$ cat src/rtl/booth_mult_seq_ctrl_if.sv
// Stream, multiplier and status bundle for the Booth multiplier sequencer.
// slave = controller side, master = surrounding pipeline / multiplier side.
interface booth_mult_seq_ctrl_if #(
    parameter int MANTISSA_WIDTH = 23,
    parameter int CNT_W          = 16
);
    localparam int OP_W = MANTISSA_WIDTH + 1;
    localparam int PR_W = 2 * MANTISSA_WIDTH + 2;

    logic            s_valid_i;
    logic            s_ready_o;
    logic [OP_W-1:0] s_red_i;
    logic [OP_W-1:0] s_green_i;
    logic [OP_W-1:0] s_blue_i;

    logic            mult_en_o;
    logic [OP_W-1:0] mult_red_o;
    logic [OP_W-1:0] mult_green_o;
    logic [OP_W-1:0] mult_blue_o;
    logic [PR_W-1:0] mult_red_i;
    logic [PR_W-1:0] mult_green_i;
    logic [PR_W-1:0] mult_blue_i;
    logic            mult_done_i;

    logic            m_valid_o;
    logic            m_ready_i;
    logic [PR_W-1:0] m_red_o;
    logic [PR_W-1:0] m_green_o;
    logic [PR_W-1:0] m_blue_o;

    logic             busy_o;
    logic             timeout_o;
    logic [CNT_W-1:0] pix_cnt_o;

    modport slave (
        input  s_valid_i, s_red_i, s_green_i, s_blue_i,
        output s_ready_o,
        output mult_en_o, mult_red_o, mult_green_o, mult_blue_o,
        input  mult_red_i, mult_green_i, mult_blue_i, mult_done_i,
        output m_valid_o, m_red_o, m_green_o, m_blue_o,
        input  m_ready_i,
        output busy_o, timeout_o, pix_cnt_o
    );

    modport master (
        output s_valid_i, s_red_i, s_green_i, s_blue_i,
        input  s_ready_o,
        input  mult_en_o, mult_red_o, mult_green_o, mult_blue_o,
        output mult_red_i, mult_green_i, mult_blue_i, mult_done_i,
        input  m_valid_o, m_red_o, m_green_o, m_blue_o,
        output m_ready_i,
        input  busy_o, timeout_o, pix_cnt_o
    );
endinterface

$ cat src/rtl/booth_mult_seq_ctrl.sv
// Sequencer for the three-channel Booth multiplier: launches one pixel at a
// time, waits for done under a watchdog, and holds the products until taken.
module booth_mult_seq_ctrl #(
    parameter int MANTISSA_WIDTH = 23,
    parameter int TIMEOUT_CYC    = 64,
    parameter int CNT_W          = 16
) (
    input  logic                 clk_i_mult_ctrl,
    input  logic                 rstn_i_mult_ctrl,
    booth_mult_seq_ctrl_if.slave bus
);
    localparam int OP_W  = MANTISSA_WIDTH + 1;
    localparam int PR_W  = 2 * MANTISSA_WIDTH + 2;
    localparam int TMR_W = $clog2(TIMEOUT_CYC) + 1;
    localparam logic [TMR_W-1:0] TMR_LAST = TMR_W'(TIMEOUT_CYC - 1);

    typedef enum logic [2:0] {
        IDLE   = 3'd0,
        LAUNCH = 3'd1,
        RUN    = 3'd2,
        OUT    = 3'd3,
        ERR    = 3'd4
    } state_t;

    state_t           r_state;
    logic             r_mult_en;
    logic [OP_W-1:0]  r_op_red;
    logic [OP_W-1:0]  r_op_green;
    logic [OP_W-1:0]  r_op_blue;
    logic [PR_W-1:0]  r_res_red;
    logic [PR_W-1:0]  r_res_green;
    logic [PR_W-1:0]  r_res_blue;
    logic             r_m_valid;
    logic             r_timeout;
    logic [CNT_W-1:0] r_pix_cnt;
    logic [TMR_W-1:0] r_timer;

    logic w_s_ready;
    logic w_timer_last;

    assign w_s_ready    = (r_state == IDLE);
    assign w_timer_last = (r_timer == TMR_LAST);

    // Enable and valid are registered alongside the state so each leaves the
    // block glitch-free; the async reset still pulls mult_en low at once.
    always_ff @(posedge clk_i_mult_ctrl or negedge rstn_i_mult_ctrl) begin
        if (!rstn_i_mult_ctrl) begin
            r_state     <= IDLE;
            r_mult_en   <= 1'b0;
            r_op_red    <= '0;
            r_op_green  <= '0;
            r_op_blue   <= '0;
            r_res_red   <= '0;
            r_res_green <= '0;
            r_res_blue  <= '0;
            r_m_valid   <= 1'b0;
            r_timeout   <= 1'b0;
            r_pix_cnt   <= '0;
            r_timer     <= '0;
        end else begin
            case (r_state)
                IDLE: begin
                    if (bus.s_valid_i) begin
                        r_op_red   <= bus.s_red_i;
                        r_op_green <= bus.s_green_i;
                        r_op_blue  <= bus.s_blue_i;
                        r_mult_en  <= 1'b1;
                        r_state    <= LAUNCH;
                    end
                end
                LAUNCH: begin
                    // A done still high from the previous operation is stale here.
                    r_timer <= '0;
                    r_state <= RUN;
                end
                RUN: begin
                    r_timer <= r_timer + TMR_W'(1);
                    if (bus.mult_done_i) begin
                        r_res_red   <= bus.mult_red_i;
                        r_res_green <= bus.mult_green_i;
                        r_res_blue  <= bus.mult_blue_i;
                        r_mult_en   <= 1'b0;
                        r_m_valid   <= 1'b1;
                        r_state     <= OUT;
                    end else if (w_timer_last) begin
                        r_mult_en <= 1'b0;
                        r_timeout <= 1'b1;
                        r_state   <= ERR;
                    end
                end
                OUT: begin
                    if (bus.m_ready_i) begin
                        r_m_valid <= 1'b0;
                        r_pix_cnt <= r_pix_cnt + CNT_W'(1);
                        r_state   <= IDLE;
                    end
                end
                ERR: begin
                    r_state <= IDLE;
                end
                default: begin
                    r_mult_en <= 1'b0;
                    r_m_valid <= 1'b0;
                    r_state   <= IDLE;
                end
            endcase
        end
    end

    assign bus.s_ready_o    = w_s_ready;
    assign bus.busy_o       = ~w_s_ready;
    assign bus.mult_en_o    = r_mult_en;
    assign bus.mult_red_o   = r_op_red;
    assign bus.mult_green_o = r_op_green;
    assign bus.mult_blue_o  = r_op_blue;
    assign bus.m_valid_o    = r_m_valid;
    assign bus.m_red_o      = r_res_red;
    assign bus.m_green_o    = r_res_green;
    assign bus.m_blue_o     = r_res_blue;
    assign bus.timeout_o    = r_timeout;
    assign bus.pix_cnt_o    = r_pix_cnt;
endmodule
$ cat src/flat_wrapper.sv
// flat-port wrapper written by rule: the top's interface ports become plain ports
module booth_mult_seq_ctrl_flat 
#(
    parameter int MANTISSA_WIDTH = 23,
    parameter int TIMEOUT_CYC    = 64,
    parameter int CNT_W          = 16
)
  (clk_i_mult_ctrl, rstn_i_mult_ctrl, bus_s_valid_i, bus_s_red_i, bus_s_green_i, bus_s_blue_i, bus_s_ready_o, bus_mult_en_o, bus_mult_red_o, bus_mult_green_o, bus_mult_blue_o, bus_mult_red_i, bus_mult_green_i, bus_mult_blue_i, bus_mult_done_i, bus_m_valid_o, bus_m_red_o, bus_m_green_o, bus_m_blue_o, bus_m_ready_i, bus_busy_o, bus_timeout_o, bus_pix_cnt_o);
  booth_mult_seq_ctrl_if #(.MANTISSA_WIDTH(MANTISSA_WIDTH), .CNT_W(CNT_W)) bus_i ();
  input  logic clk_i_mult_ctrl;
  input  logic rstn_i_mult_ctrl;
  input wire logic [$bits(bus_i.s_valid_i)-1:0] bus_s_valid_i;
  input wire logic [$bits(bus_i.s_red_i)-1:0] bus_s_red_i;
  input wire logic [$bits(bus_i.s_green_i)-1:0] bus_s_green_i;
  input wire logic [$bits(bus_i.s_blue_i)-1:0] bus_s_blue_i;
  output wire logic [$bits(bus_i.s_ready_o)-1:0] bus_s_ready_o;
  output wire logic [$bits(bus_i.mult_en_o)-1:0] bus_mult_en_o;
  output wire logic [$bits(bus_i.mult_red_o)-1:0] bus_mult_red_o;
  output wire logic [$bits(bus_i.mult_green_o)-1:0] bus_mult_green_o;
  output wire logic [$bits(bus_i.mult_blue_o)-1:0] bus_mult_blue_o;
  input wire logic [$bits(bus_i.mult_red_i)-1:0] bus_mult_red_i;
  input wire logic [$bits(bus_i.mult_green_i)-1:0] bus_mult_green_i;
  input wire logic [$bits(bus_i.mult_blue_i)-1:0] bus_mult_blue_i;
  input wire logic [$bits(bus_i.mult_done_i)-1:0] bus_mult_done_i;
  output wire logic [$bits(bus_i.m_valid_o)-1:0] bus_m_valid_o;
  output wire logic [$bits(bus_i.m_red_o)-1:0] bus_m_red_o;
  output wire logic [$bits(bus_i.m_green_o)-1:0] bus_m_green_o;
  output wire logic [$bits(bus_i.m_blue_o)-1:0] bus_m_blue_o;
  input wire logic [$bits(bus_i.m_ready_i)-1:0] bus_m_ready_i;
  output wire logic [$bits(bus_i.busy_o)-1:0] bus_busy_o;
  output wire logic [$bits(bus_i.timeout_o)-1:0] bus_timeout_o;
  output wire logic [$bits(bus_i.pix_cnt_o)-1:0] bus_pix_cnt_o;
  assign bus_i.s_valid_i = bus_s_valid_i;
  assign bus_i.s_red_i = bus_s_red_i;
  assign bus_i.s_green_i = bus_s_green_i;
  assign bus_i.s_blue_i = bus_s_blue_i;
  assign bus_s_ready_o = bus_i.s_ready_o;
  assign bus_mult_en_o = bus_i.mult_en_o;
  assign bus_mult_red_o = bus_i.mult_red_o;
  assign bus_mult_green_o = bus_i.mult_green_o;
  assign bus_mult_blue_o = bus_i.mult_blue_o;
  assign bus_i.mult_red_i = bus_mult_red_i;
  assign bus_i.mult_green_i = bus_mult_green_i;
  assign bus_i.mult_blue_i = bus_mult_blue_i;
  assign bus_i.mult_done_i = bus_mult_done_i;
  assign bus_m_valid_o = bus_i.m_valid_o;
  assign bus_m_red_o = bus_i.m_red_o;
  assign bus_m_green_o = bus_i.m_green_o;
  assign bus_m_blue_o = bus_i.m_blue_o;
  assign bus_i.m_ready_i = bus_m_ready_i;
  assign bus_busy_o = bus_i.busy_o;
  assign bus_timeout_o = bus_i.timeout_o;
  assign bus_pix_cnt_o = bus_i.pix_cnt_o;
  booth_mult_seq_ctrl #(.MANTISSA_WIDTH(MANTISSA_WIDTH), .TIMEOUT_CYC(TIMEOUT_CYC), .CNT_W(CNT_W)) u_core (.clk_i_mult_ctrl(clk_i_mult_ctrl), .rstn_i_mult_ctrl(rstn_i_mult_ctrl), .bus(bus_i));
endmodule
$ cat config.mk
export PLATFORM = sky130hd
export DESIGN_NAME = booth_mult_seq_ctrl_flat
export DESIGN_NICKNAME = d
export VERILOG_FILES = /design/src/rtl/booth_mult_seq_ctrl_if.sv /design/src/rtl/booth_mult_seq_ctrl.sv /design/src/flat_wrapper.sv
export SDC_FILE = /design/constraint.sdc
export NUM_CORES = 1
export LEC_CHECK = 0
export BUFFER_PORTS_ARGS = -buffer_cell sky130_fd_sc_hd__buf_2
export CORE_AREA = 2 2 180 182
export DETAILED_ROUTE_END_ITERATION = 12
export DIE_AREA = 0 0 182 184
export PLACE_DENSITY_LB_ADDON = 0.15
export SETUP_SLACK_MARGIN = 0.02
export SLEW_MARGIN = 40
export SYNTH_ARGS = -nofsm -noshare
export SYNTH_HDL_FRONTEND = slang
export SYNTH_SLANG_ARGS = --single-unit
$ cat constraint.sdc
create_clock -name clk_i_mult_ctrl -period 2.4 [get_ports clk_i_mult_ctrl]
set_input_delay 0.72 -clock clk_i_mult_ctrl [delete_from_list [all_inputs] [get_ports clk_i_mult_ctrl]]
set_output_delay 0.72 -clock clk_i_mult_ctrl [all_outputs]
set_load 0.02 [all_outputs]
* Word level (Yosys, flattened, before mapping)
Cells that the tools add are included.
Word-level totals: flip-flop bits (word level) 245, bits in latches 0, memory bits (writable) 0, ROM bits 0, output and inout bits 237, memories 0
Cells by class: $add $sub $neg 2, $mul 0, div/mod/pow operators 0, magnitude comparators 0, eq/ne operators 9, shifts and indexed selects 0, mux-type cells 13, bitwise gates (word level) 4, reductions and logical operators 11
Operators by type and width (number):
- adder 16 x 1 -> 16 bit, second input constant | 1
- one-hot mux 7 bit (2 select lines) | 1
- two-way mux 3 bit | 4
- one-hot mux 3 bit (4 select lines) | 1
- AND reduction 3 bit | 4
- adder 7 x 1 -> 7 bit, second input constant | 1
- == test 7 x 6 -> 1 bit, second input constant | 1
- == test 3 x 2 -> 1 bit, second input constant | 2
- inequality test 2 bit, second input constant | 3
- one-hot mux 1 bit (3 select lines) | 2
- AND reduction 2 bit | 3
- OR reduction 3 bit | 2
- two-way mux 1 bit | 5
- inverter 1 bit | 4
- == test 3 x 1 -> 1 bit, second input constant | 1
- == test 3 bit, second input constant | 1
- logical NOT 3 bit | 1
- inequality test 3 x 2 -> 1 bit, second input constant | 1
- nonzero test 2 bit | 1

* Longest topological paths before layout
Gate-level depths: netlist of run 1.
depth in word-level cells 4, mapped depth 7, gate-level depth less buffers 5

* Worst setup path before layout of run 1
OpenSTA, ideal clock, no wires.
kind register to register, from reg u_core.r_state[0], to reg u_core.r_op_blue[0] (netlist: u_core.bus.mult_blue_o[0]), setup time 0.125 ns, arrival 1.762 ns, data required time 2.275 ns, slack 0.513 ns, stages on the path, launching flop included 7, buffers on the path 2, period minus slack after synthesis 1.887 ns, cell sequence dfrtp_1 or3_1 inv_2 and2_1 buf_6 buf_6 mux2_2
On the way: longest elaborated chain between the ends 2
Ends and longest elaborated chain:
- from (decl) | line booth_mult_seq_ctrl.sv:25 | state_t r_state;
- from (signal assigned) | line booth_mult_seq_ctrl.sv:48 | r_state <= IDLE;
- from (signal assigned) | line booth_mult_seq_ctrl.sv:68 | r_state <= LAUNCH;
- from (signal assigned) | line booth_mult_seq_ctrl.sv:74 | r_state <= RUN;
- logical NOT 3 bit
- named net bus_s_ready_o | line flat_wrapper.sv:16 | output wire logic [$bits(bus_i.s_ready_o)-1:0] bus_s_ready_o;
- AND reduction 2 bit (no line)
- to (signal assigned) | line booth_mult_seq_ctrl.sv:66 | r_op_blue <= bus.s_blue_i;
- to (decl) | line booth_mult_seq_ctrl.sv:29 | logic [OP_W-1:0] r_op_blue;
The timed path passes the listed nets, and every way through them passes these cells. A chain may end at the register's enable or synchronous reset.

* Final worst setup path of run 1
from reg u_core.r_state[1], to out bus_s_ready_o
On the way: longest elaborated chain between the ends 1
Ends and longest elaborated chain:
- logical NOT 3 bit | line booth_mult_seq_ctrl.sv:41 | assign w_s_ready = (r_state == IDLE);
- to (decl) | line flat_wrapper.sv:16
Every way passes these cells.

==> results of run 1 <==
## power by group
group | total (µW) | switching (µW) | internal [µW]
sequential | 7030 | 916 | 6110
clock | 4130 | 1670 | 2460
combinational | 8070 | 4710 | 3360
## through the flow
stage | setup WS, ns | cell area, µm² | cells
6_report | 0.104 | 13100 | 1486
2_1_floorplan | 0.513 | 9520 | 586
3_5_place_dp | 0.272 | 12200 | 1432
5_1_grt | 0.0304 | 13100 | 1486
3_3_place_gp | 0.308 | 12200 | 1432
4_1_cts | 0.0545 | 13100 | 1483
## final cells by class
class | count | area, µm² | share of cell area (%)
Clock inverter | 4 | 23.8 | 0.181
Inverter | 3 | 11.3 | 0.0859
Tap cell | 402 | 503 | 3.83
Multi-Input combinational cell | 309 | 3060 | 23.3
Timing Repair Buffer | 473 | 2500 | 19.1
Sequential cell | 245 | 6130 | 46.8
Antenna cell | 3 | 7.51 | 0.0572
Clock buffer | 47 | 873 | 6.66
## Yosys cell counts (all sizes together) (3+ instances only)
cell   instances
dfrtp        245
mux2         217
buf           29
nand2         11
nor2          10
xnor2          9
nand4          8
xor2           7
nand3          6
o21ai          6
a21oi          3
and2           3
inv            3
## cells by family after synthesis
family | synth area share, %
AO/OA/AOI/OAI | 1.09
XOR/XNOR | 1.47
flip-flops | 64.4
AND/OR/NAND/NOR | 3.40
multiplexers | 25.9
buffers and inverters | 3.48
adder cells (fa/ha/maj) | 0.263
## worst register-to-register path, cell delays in order (launching register included)
cell and delay, ns:
dfrtp_2 0.44, or3_1 0.36, inv_2 0.07, and2_2 0.43, buf_12 0.26, mux2_2 0.38
## state kept, by name, summed over array words and instances, names as in the netlist, 3 cells and up
name,count
u_core.bus.mult_green_o,24
u_core.bus.mult_blue_o,24
u_core.bus.m_green_o,48
u_core.r_timer,7
u_core.bus.m_red_o,48
u_core.bus.pix_cnt_o,16
u_core.bus.m_blue_o,48
u_core.r_state,3
u_core.bus.mult_red_o,24
## path summary, 6_finish.rpt
| path | startpoint | to | slack [ns] | depth (start not counted) |
|---|---|---|---|---|
| setup / recovery | u_core.r_state[1]$_DFFE_PN0P_ | bus_s_ready_o | 0.10 | 3 |
| hold / removal | rstn_i_mult_ctrl | u_core.bus.m_green_o[2]$_DFFE_PN0P_ | 0.07 | 1 |
| setup reg to reg | u_core.r_state[1]$_DFFE_PN0P_ | u_core.bus.mult_red_o[9]$_DFFE_PN0P_ | 0.33 | 5 |
| hold reg to reg | u_core.bus.timeout_o$_DFFE_PN0P_ | u_core.bus.timeout_o$_DFFE_PN0P_ | 0.47 | 1 |
| max in group asynchronous | rstn_i_mult_ctrl | u_core.bus.m_blue_o[4]$_DFFE_PN0P_ | 1.69 | 2 |
| min in group clk_i_mult_ctrl | bus_mult_blue_i[17] | u_core.bus.m_blue_o[17]$_DFFE_PN0P_ | 0.40 | 2 |
## per-layer routing
layer / up-vias / GRT usage, % / wire length (µm)
li1: 3032 / - / -
met1: 3148 / 17.1 / 9780
met2: 241 / 26.2 / 13100
met3: 41 / 3.86 / 1750
met4: 0 / 4.94 / 749
met5: - / 0 / 0
## repair_timing
item | CTS | global route
hold buffers | 0 | 0
gates resized for setup | 0 | 1
endpoints found under the setup margin | 0 | 1
==> impl_metrics.env, run 1 <==
export IMPL_numClockSinks=245
export IMPL_startpoint_type="flop"
export IMPL_vias_per_cell=4.35
export IMPL_clk_latency_ns=0.54
export IMPL_ioPinCount=458
export IMPL_grt_pass1_wl_um=38800
export IMPL_dieArea_um2=33500
export IMPL_ant_nets=0
export IMPL_grt_overflow_total=0
export IMPL_synth_area_um2=9520
export IMPL_htree_num_levels=1
export IMPL_area_growth_pct=37.8
export IMPL_period_share_pct=95.7
export IMPL_drtPass1Iterations=4
export IMPL_power_uw=19200
export IMPL_cts_root_buf="clkbuf_16"
export IMPL_drcViolationCount=0
export IMPL_dpl_hpwl_um=18800
export IMPL_die_y_um=184
export IMPL_ys_warn_count=0
export IMPL_slowest_stage="dfrtp_2"
export IMPL_critPathKind="flop to primary output"
export IMPL_rows=65
export IMPL_yosysSeqAreaShare_pct=64.4
export IMPL_wl_per_cell_um=17.0
export IMPL_fin_util_pct=41.8
export IMPL_final_max_slew_viol_count=0
export IMPL_slowest_delay_ns=0.44
export IMPL_cp_cell_sequence="or3_1 > inv_2 > buf_2"
export IMPL_finClkSkew_ns=0.0113
export IMPL_path_delay_family="flip-flops"
export IMPL_gp_congestion=0.769
export IMPL_post_synth_main_area_contributors="dfrtp_1 64%, mux2_2 19%, mux2_1 7.0%, buf_6 1.2%, buf_12 1.1%"
export IMPL_finalSetupTns_ns=0
export IMPL_grt_total_usage_pct=14.7
export IMPL_final_setup_viol_count=0
export IMPL_clk_pin_slew_ns=0.06
export IMPL_numCtsBuffers=28
export IMPL_period_needed_ns=2.30
export IMPL_post_route_cells_drive_above_1_share_pct=63.1
export IMPL_grt_pass1_vias=6722
export IMPL_synth_avg_cell_area_um2=16.2
export IMPL_rsz0062_at_grt="no"
export IMPL_fmax_ghz=0.436
export IMPL_ys_ff_latch=245
export IMPL_maxCapViolations=0
export IMPL_syn_num_nets=809
export IMPL_num_vias=6462
export IMPL_synth_cells=586
export IMPL_synthArstFlopShare_pct=100
export IMPL_path_max_fanout=8
export IMPL_cp_required_ns=1.68
export IMPL_die_w_um=182
export IMPL_most_common_layout_cells="456 x buf_2, 244 x dfrtp_1, 158 x mux2_2, 59 x mux2_1, 29 x clkbuf_16"
export IMPL_cts_tree="yes"
export IMPL_grt_start_max_net_pins=82
export IMPL_status="finished clean"
export IMPL_core_um2=31400
export IMPL_cp_num_buf_inv=2
export IMPL_p_leak_uw=0.00640
export IMPL_synth_top_area_cell="dfrtp_1"
export IMPL_fill_cells=3026
export IMPL_routed_wl_um=25300
export IMPL_fin_hold_ws_ns=0.0702
export IMPL_initial_core_util_pct=30.3
export IMPL_final_common_cell="buf_2"
export IMPL_tightest_slew_ns=0.519
export IMPL_end_kind="primary output"
export IMPL_hp_class="primary input to asynchronous set/reset pin"
export IMPL_power_density_nw_per_um2=1470
export IMPL_cp_arrival_ns=1.58
export IMPL_antenna_found_initial=3
export IMPL_max_slew_margin_rel_pct=65.4
export IMPL_first_iter_violations=248
export IMPL_port_buffers=457
export IMPL_synth_top_cell_area_share_pct=64.4
export IMPL_hold_violations=0
export IMPL_postCtsSetupBuffers=0
export IMPL_synth_edf_count=0
export IMPL_synth_ff_type="dfrtp_1"
export IMPL_nNetsFinal=1283
export IMPL_ir_worst_vdd_mv=0.673
export IMPL_clock_path_buffers=3
export IMPL_synth_cell_types=44
(Power assumes the default switching activity.)
==> run 2: changes to the inputs <==
CORE_AREA = unset   (was 2 2 180 182)
CORE_UTILIZATION = 25   (was unset)
DIE_AREA = unset   (was 0 0 182 184)
==> run 2 against run 1 <==
  * Core utilization is 5.8 points lower
  * Cell count increased by 8.3%
  * Die area rose by 16%
  * Sequential cell count stayed put
  * Worst setup slack got worse by 0.0013 ns
  * Via count rose by 2.1%
  * Count of clock-buffer cells in the layout up 1
  * Non-clock buffer count grew 12
  * Maximum frequency about the same
  * Sequential power is essentially flat
  * Total power rose by 2.9%
  * Largest cell class unchanged
  * Highest routed layer is now met5
==> impl_metrics.env, run 2 (same netlist as run 1, synthesis figures left out) <==
export IMPL_r2r_start="u_core.r_state[2]$_DFFE_PN0P_"
export IMPL_ant_nets=0
export IMPL_clock_path_buffers=3
export IMPL_rsz0062_at_grt="no"
export IMPL_final_setup_viol_count=0
export IMPL_wl_per_cell_um=16.3
export IMPL_cp_required_ns=1.68
export IMPL_clk_pin_slew_ns=0.06
export IMPL_num_vias=6600
export IMPL_critPathKind="flop to primary output"
export IMPL_pwr_share_clk_pct=23.1
export IMPL_final_common_cell="buf_2"
export IMPL_period_needed_ns=2.30
export IMPL_routed_wl_um=26200
export IMPL_gp_congestion=0.737
export IMPL_ir_worst_vdd_mv=0.617
export IMPL_maxCapViolations=0
export IMPL_finalSetupTns_ns=0
export IMPL_internal_power_uw=12400
export IMPL_htree_num_levels=1
export IMPL_met2RoutedLength_um=13700
export IMPL_hp_class="primary input to asynchronous set/reset pin"
export IMPL_dpl_hpwl_um=19900
export IMPL_port_buffers=457
export IMPL_fmax_ghz=0.435
export IMPL_tightest_slew_ns=0.564
export IMPL_die_w_um=197
export IMPL_cp_arrival_ns=1.58
export IMPL_critical_path_startpoint="u_core.r_state[2]$_DFFE_PN0P_"
export IMPL_first_iter_violations=156
export IMPL_grt_overflow_total=0
export IMPL_swShare_pct=37.3
export IMPL_cts_root_buf="clkbuf_16"
export IMPL_status="finished clean"
export IMPL_die_y_um=197
export IMPL_rr_endpoint="u_core.bus.m_green_o[24]$_DFFE_PN0P_"
export IMPL_grt_start_max_net_pins=63
export IMPL_startpoint_type="flop"
export IMPL_drcViolationCount=0
export IMPL_period_share_pct=95.7
export IMPL_rows=71
export IMPL_numCtsBuffers=30
export IMPL_top_layer_used="met5"
export IMPL_drt_met1_wl_um=10100
export IMPL_ff2ff_path_depth=7
export IMPL_post_route_cells_drive_above_1_share_pct=63.9
export IMPL_most_common_layout_cells="455 x buf_2, 244 x dfrtp_1, 158 x mux2_2, 59 x mux2_1, 31 x clkbuf_16"
export IMPL_reg2reg_slack_ns=0.34
export IMPL_placed_cell_area_um2=12500
export IMPL_ioPinCount=458
export IMPL_area_growth_pct=41.9
export IMPL_fin_area_um2=13500
export IMPL_p_comb_share_pct=41.3
export IMPL_pwr_share_seq_pct=35.6
export IMPL_grt_total_usage_pct=13.1
export IMPL_dieArea_um2=38900
export IMPL_antenna_found_initial=4
export IMPL_hold_violations=0
export IMPL_grt_pass1_wl_um=39400
export IMPL_p_leak_uw=0.00654
export IMPL_end_kind="primary output"
export IMPL_nNetsFinal=1297
export IMPL_vias_per_cell=4.10
export IMPL_max_slew_margin_rel_pct=62.4
export IMPL_path_max_fanout=4
export IMPL_finClkSkew_ns=0.00937
export IMPL_core_um2=37600
export IMPL_initial_core_util_pct=25.3
export IMPL_power_density_nw_per_um2=1460
export IMPL_grt_pass1_vias=6648
export IMPL_p_sw_uw=7390
export IMPL_cts_hold_buf=0
export IMPL_cts_tree="yes"
export IMPL_clk_latency_ns=0.55
export IMPL_fill_cells=3802
export IMPL_wl_met3_um=1740
export IMPL_numClockSinks=245
export IMPL_final_max_slew_viol_count=0
export IMPL_drtPass1Iterations=4
## run 2: cell types whose count changed in the layout (fill, tap and decap cells not counted), sizes merged
cell / before / now
bufinv: 0 / 2
buf: 473 / 485
clkbuf: 47 / 48
## run 2: cell type report
type	count	area, µm²	area share (%)
Sequential cell	245	6130	45.4
Multi-Input combinational cell	309	3070	22.7
Inverter	3	11.3	0.0834
Clock inverter	6	86.3	0.639
Antenna cell	3	7.51	0.0556
Timing Repair Buffer	485	2640	19.5
Tap cell	511	639	4.73
Clock buffer	48	930	6.88
## run 2: timing repair
| action | in CTS | in global routing |
|---|---|---|
| buffers inserted | 1 | 2 |
| endpoints found under the setup margin | 2 | 1 |
| endpoints found under the hold margin | 0 | 0 |
| gates cloned | 0 | 0 |
| pin swaps | 0 | 0 |
| resized for setup | 3 | 0 |
## run 2: worst max-delay path: stages, from the launching register on
cell	delay (ns)
dfrtp_1	0.40
or3_4	0.41
inv_2	0.06
buf_4	0.15
## run 2: metrics by stage
stage	std cells	worst slack, ns	hold slack [ns]	power (µW)	utilization (%)
2_1_floorplan	586	0.513	0.424	12400	-
3_3_place_gp	1550	0.456	0.459	15300	33.1
3_5_place_dp	1550	0.437	0.459	15400	33.1
4_1_cts	1605	0.0479	0.136	20200	35.9
5_1_grt	1609	0.0278	0.155	21000	35.9
6_report	1610	0.103	0.145	19800	35.9
## run 2: power by group through the flow
stage	clock [µW]	sequential [µW]	combinational, µW
finish	4570	7040	8170
global route	4910	7330	8710
CTS	4760	7070	8340
detailed placement	0	7140	8290
global placement	0	7090	8230
floorplan	0	9520	2870
## run 2: layer usage
layer / vias up / track usage, %
met5: - / 0
li1: 3070 / -
met2: 211 / 23.2
met1: 3275 / 15.1
met3: 42 / 3.69
met4: 2 / 4.16
## run 2: worst max path at each step
stage                                                        to  slack, ns  cells past startpoint
after global placement     u_core.bus.m_green_o[16]$_DFFE_PN0P_       0.46                      5
after floorplan           u_core.bus.mult_blue_o[0]$_DFFE_PN0P_       0.51                      6
after CTS                                         bus_s_ready_o       0.05                      3
after detailed placement   u_core.bus.pix_cnt_o[15]$_DFFE_PN0P_       0.44                      5
after global routing                              bus_s_ready_o       0.03                      3
final                                             bus_s_ready_o       0.10                      3
